$ cat src/rtl/uart_tx_loader.sv
// uart_tx_loader: buffered, flow-controlled Tx front end feeding the Tx FIFO
// from the system write port, with optional parity, overflow flag and flush.
//
// Ports:
//   baud_clk    clock, all state changes on its rising edge
//   rst         synchronous active-low reset
//   write       load request, data_in sampled while high
//   data_in     word to transmit (DATA_W bits)
//   wr_ready    staging queue not full
//   TxFF        Tx FIFO full, blocks pushes while high
//   fifo_wdata  word to Tx FIFO, parity in MSB when PARITY != 0
//   fifo_push   registered single-cycle push strobe
//   level       staging occupancy
//   overflow    sticky dropped-write flag
//   clr_ovf     clears overflow (a same-cycle drop wins)
//   flush       discards staged words, beats accept and pop
module uart_tx_loader #(
  parameter int DATA_W = 8,
  parameter int DEPTH = 4,
  parameter int PARITY = 0,
  localparam int OUT_W = DATA_W + ((PARITY != 0) ? 1 : 0),
  localparam int LVL_W = $clog2(DEPTH + 1)
) (
  input  logic              baud_clk,
  input  logic              rst,
  input  logic              write,
  input  logic [DATA_W-1:0] data_in,
  output logic              wr_ready,
  input  logic              TxFF,
  output logic [OUT_W-1:0]  fifo_wdata,
  output logic              fifo_push,
  output logic [LVL_W-1:0]  level,
  output logic              overflow,
  input  logic              clr_ovf,
  input  logic              flush
);

  localparam int PTR_W = $clog2(DEPTH);
  localparam logic [LVL_W-1:0] FULL_LVL = LVL_W'(DEPTH);
  localparam logic [LVL_W-1:0] LVL_ONE = LVL_W'(1);
  localparam logic [PTR_W-1:0] PTR_ONE = PTR_W'(1);

  logic [DATA_W-1:0] r_mem [DEPTH];
  logic [PTR_W-1:0]  r_wr_ptr;
  logic [PTR_W-1:0]  r_rd_ptr;
  logic [LVL_W-1:0]  r_count;
  logic [OUT_W-1:0]  r_wdata;
  logic              r_push;
  logic              r_ovf;

  logic              w_full;
  logic              w_empty;
  logic              w_acc;
  logic              w_drop;
  logic              w_pop;
  logic [DATA_W-1:0] w_head;
  logic [OUT_W-1:0]  w_out;

  // Fullness comes from the registered count, so a pop in
  // the same cycle cannot make room for a write.
  assign w_full  = (r_count == FULL_LVL);
  assign w_empty = (r_count == '0);

  assign w_acc  = write & ~w_full & ~flush;
  assign w_drop = write &  w_full & ~flush;
  assign w_pop  = ~w_empty & ~TxFF & ~flush;

  assign w_head = r_mem[r_rd_ptr];

  generate
    if (PARITY != 0) begin : g_par
      logic w_par;
      assign w_par = (PARITY == 2) ? ~^w_head : ^w_head;
      assign w_out = {w_par, w_head};
    end else begin : g_nopar
      assign w_out = w_head;
    end
  endgenerate

  // Storage needs no reset: only entries between the
  // pointers are ever read out.
  always_ff @(posedge baud_clk) begin
    if (w_acc) begin
      r_mem[r_wr_ptr] <= data_in;
    end
  end

  always_ff @(posedge baud_clk) begin
    if (!rst) begin
      r_wr_ptr <= '0;
      r_rd_ptr <= '0;
      r_count  <= '0;
    end else if (flush) begin
      r_wr_ptr <= '0;
      r_rd_ptr <= '0;
      r_count  <= '0;
    end else begin
      if (w_acc) begin
        r_wr_ptr <= r_wr_ptr + PTR_ONE;
      end
      if (w_pop) begin
        r_rd_ptr <= r_rd_ptr + PTR_ONE;
      end
      if (w_acc && !w_pop) begin
        r_count <= r_count + LVL_ONE;
      end else if (w_pop && !w_acc) begin
        r_count <= r_count - LVL_ONE;
      end
    end
  end

  // Output word holds between pushes; strobe lasts one cycle.
  always_ff @(posedge baud_clk) begin
    if (!rst) begin
      r_push  <= 1'b0;
      r_wdata <= '0;
    end else begin
      r_push <= w_pop;
      if (w_pop) begin
        r_wdata <= w_out;
      end
    end
  end

  // A drop in the same cycle as clr_ovf keeps the flag set.
  always_ff @(posedge baud_clk) begin
    if (!rst) begin
      r_ovf <= 1'b0;
    end else if (w_drop) begin
      r_ovf <= 1'b1;
    end else if (clr_ovf) begin
      r_ovf <= 1'b0;
    end
  end

  assign wr_ready   = ~w_full;
  assign fifo_wdata = r_wdata;
  assign fifo_push  = r_push;
  assign level      = r_count;
  assign overflow   = r_ovf;

endmodule

$ cat config.mk
export PLATFORM = sky130hd
export DESIGN_NAME = uart_tx_loader
export DESIGN_NICKNAME = d
export VERILOG_FILES = /design/src/rtl/uart_tx_loader.sv
export SDC_FILE = /design/constraint.sdc
export NUM_CORES = 1
export LEC_CHECK = 0
export CAP_MARGIN = 15
export CORE_MARGIN = 4
export CORE_UTILIZATION = 58
export CTS_CLUSTER_DIAMETER = 150
export DETAILED_ROUTE_END_ITERATION = 8
export DONT_BUFFER_PORTS = 1
export GPL_TIMING_DRIVEN = 0
export PLACE_DENSITY = 0.74
export SLEW_MARGIN = 30
export SYNTH_ARGS = -nofsm -noshare
export SYNTH_HDL_FRONTEND = slang
export SYNTH_SLANG_ARGS = --single-unit
$ cat constraint.sdc
create_clock -name baud_clk -period 2.45 [get_ports baud_clk]
set_input_delay 0.49 -clock baud_clk [delete_from_list [all_inputs] [get_ports baud_clk]]
set_output_delay 0.49 -clock baud_clk [all_outputs]
set_load 0.02 [all_outputs]
==> results.sh <==
export IMPL_hold_buffers=0
export IMPL_final_cell_mix="edfxtp_1, dfxtp_1, mux4_2, nand2_1, o2bb2ai_1"
export IMPL_dpl_hpwl_um=2090
export IMPL_io_buffers=0
export IMPL_cts_clk_slew_worst_paths_ps=130
export IMPL_grtUsageMet3=0.0615
export IMPL_netlist_area_um2=1920
export IMPL_crit_required_ps=2750
export IMPL_hp_class="in2reg"
export IMPL_cts_root_buf="clkbuf_4"
export IMPL_fmaxAchievable_mhz=440
export IMPL_use_met1=0.188
export IMPL_setup_viol=0
export IMPL_drv_slew=0
export IMPL_gr_total_overflow=0
export IMPL_switching_share=0.218
export IMPL_min_period_over_period=0.928
export IMPL_drtIter0Drc=65
export IMPL_met2_usage=0.252
export IMPL_clock_sinks=49
export IMPL_ant_nets=0
export IMPL_diodes=0
export IMPL_drive_gt1_frac=0.149
export IMPL_whs_ps=221
export IMPL_max_vdd_ir_drop_mv=0.385
export IMPL_die_w_um=65.6
export IMPL_final_common_cell="edfxtp_1"
export IMPL_grt_max_degree=15
export IMPL_r2r_setup_slack_ps=180
export IMPL_cp_max_fo=5
export IMPL_dr_pass1_iters=4
export IMPL_fin_skew_ps=6.53
export IMPL_rsz0062_at_grt="no"
export IMPL_tritoncts="yes"
export IMPL_synth_cell_types=30
export IMPL_crit_path_end_kind="register"
export IMPL_die_h_um=65.6
export IMPL_finalHoldViolCount=0
export IMPL_seq_area_frac_synth=0.677
export IMPL_dr_total_vias=1007
export IMPL_wire_per_inst_um=16.8
export IMPL_worst_slew_pin_slew_ps=524
export IMPL_synth_area_per_cell_um2=15.4
export IMPL_grt_pass1_wl_um=4820
export IMPL_start_util=0.620
export IMPL_antenna_found_initial=0
export IMPL_grt_pass1_vias=1037
export IMPL_synth_seq_cells=49
export IMPL_status="finished clean"
export IMPL_gp_congestion=0.732
export IMPL_cp_arrival_ps=2570
export IMPL_grt_util_all_layers=0.158
export IMPL_netlist_instances=125
export IMPL_layout_min_cycle_time_ps=2270
export IMPL_grt_most_used_layer="met2"
export IMPL_power_switching_mw=0.290
export IMPL_clkPwrFrac=0.259
export IMPL_cts_max_path_buffers=2
export IMPL_drc=0
export IMPL_core_area_um2=3100
export IMPL_htree_levels=2
export IMPL_ios=28
export IMPL_tns_ps=0
export IMPL_numCtsBuffers=5
export IMPL_fp_row_count=20
export IMPL_die_area_um2=4300
export IMPL_share_comb_of_total_power=0.053
export IMPL_synthToLayoutAreaGrowth_pct=6.57
export IMPL_power_internal_mw=1.04
export IMPL_nets=153
export IMPL_worstSetupPathType="reg2reg"
export IMPL_timing_slew_headroom=0.651
export IMPL_startpoint_type="register"
export IMPL_yosysWarnings=0
export IMPL_fin_area_um2=2050
export IMPL_drv_cap=0
export IMPL_via_per_inst=5.66
export IMPL_clk_latency_ps=350
export IMPL_p_leak_nw=0.667
export IMPL_power_per_cell_area_nw_per_um2=648
export IMPL_placed_cell_area_um2=1980
export IMPL_power_frac_seq=0.688
export IMPL_wl_um=3000
export IMPL_synthesis_nets=145
==> kinds of logic after synthesis <==
logic type	count (synthesis)	synth area share
multiplexers	9	0.0989
adder cells (fa/ha/maj)	6	0.0429
flip-flops	49	0.677
AO/OA/AOI/OAI	19	0.0670
AND/OR/NAND/NOR	29	0.0813
XOR/XNOR	2	0.00911
buffers and inverters	11	0.0241
==> worst max-delay path, cell delays in order (launching register included) <==
cell	delay [ps]
dfxtp_1	620
nor3b_1	180
nor2_1	170
ha_1	210
inv_1	60
fa_1	380
xor2_1	150
or3_1	300
a21oi_1	140
==> metrics by stage <==
| stage | std cells | worst slack [ps] | total power [mW] | util |
|---|---|---|---|---|
| after detailed placement | 169 | -237 | 0.996 | 0.638 |
| after floorplan | 125 | 105 | 0.981 | - |
| after global routing | 178 | 3.96 | 1.39 | 0.660 |
| after CTS | 177 | 70.6 | 1.33 | 0.657 |
| final | 178 | 177 | 1.33 | 0.660 |
| after global placement | 169 | -87.4 | 0.992 | 0.638 |
==> cell usage after synthesis (all sizes together) <==
library cell	number	area, µm²
ha	5	62.6
o31ai	1	7.51
dfxtp	17	340
and2	1	6.26
mux2i	1	10.0
nor2	4	15.0
nand2	8	30.0
buf	2	11.3
clkbuf	2	8.75
a21oi	5	25.0
nor2b	1	6.26
or2	1	6.26
nor3b	2	20.0
o2bb2ai	8	70.1
o21ai	4	20.0
or3	2	12.5
edfxtp	32	961
mux4	8	180
nor3	1	5.00
xor2	2	17.5
nand3	2	10.0
nand2b	2	12.5
o22ai	1	6.26
fa	1	20.0
and3	4	25.0
or4	1	7.51
inv	7	26.3
==> state kept, by name (all words and copies together) (netlist names) <==
| register | count |
|---|---|
| r_mem | 32 |
| fifo_wdata | 8 |
| level | 3 |
| r_rd_ptr | 2 |
| r_wr_ptr | 2 |
| fifo_push | 1 |
| overflow | 1 |
==> per-layer routing <==
| metal | part of all wire | wire length (µm) |
|---|---|---|
| met1 | 0.40 | 1210 |
| met2 | 0.51 | 1530 |
| met5 | 0 | 0 |
| met3 | 0.077 | 231 |
| met4 | 0.011 | 32 |
==> path summary, 6_finish.rpt <==
| kind | from | to | cells after the start |
|---|---|---|---|
| setup / recovery | level[0]$_SDFFE_PP0P_ | level[2]$_SDFFE_PP0P_ | 8 |
| hold / removal | data_in[1] | r_mem[3][1]$_DFFE_PP_ | 0 |
| setup reg to reg | level[0]$_SDFFE_PP0P_ | level[2]$_SDFFE_PP0P_ | 8 |
| hold reg to reg | r_wr_ptr[1]$_SDFFE_PP0P_ | r_wr_ptr[1]$_SDFFE_PP0P_ | 2 |
==> cell type report <==
class | count | area (µm²)
plain buffers | 4 | 20.0
well taps | 44 | 55.1
multi-input cells | 65 | 589
inverters | 7 | 26.3
clock buffers | 7 | 45.0
fillers | 248 | 1050
flip-flops and latches | 49 | 1300
clock inverters | 1 | 5.00
repair buffers | 1 | 7.51
==> power by group through the flow <==
stage	logic, mW	registers (mW)	clock network (mW)
global placement	0.0615	0.930	0
CTS	0.0666	0.914	0.352
floorplan	0.0519	0.929	0
global route	0.0777	0.916	0.395
finish	0.0702	0.914	0.344
detailed placement	0.0645	0.932	0
==> repair_timing <==
item / CTS / global route
endpoints found under the setup margin: 1 / 1
pin swaps: 0 / 1
buffers inserted: 0 / 1
resized for setup: 2 / 1
No activity file was read; power rests on OpenSTA's default activity.
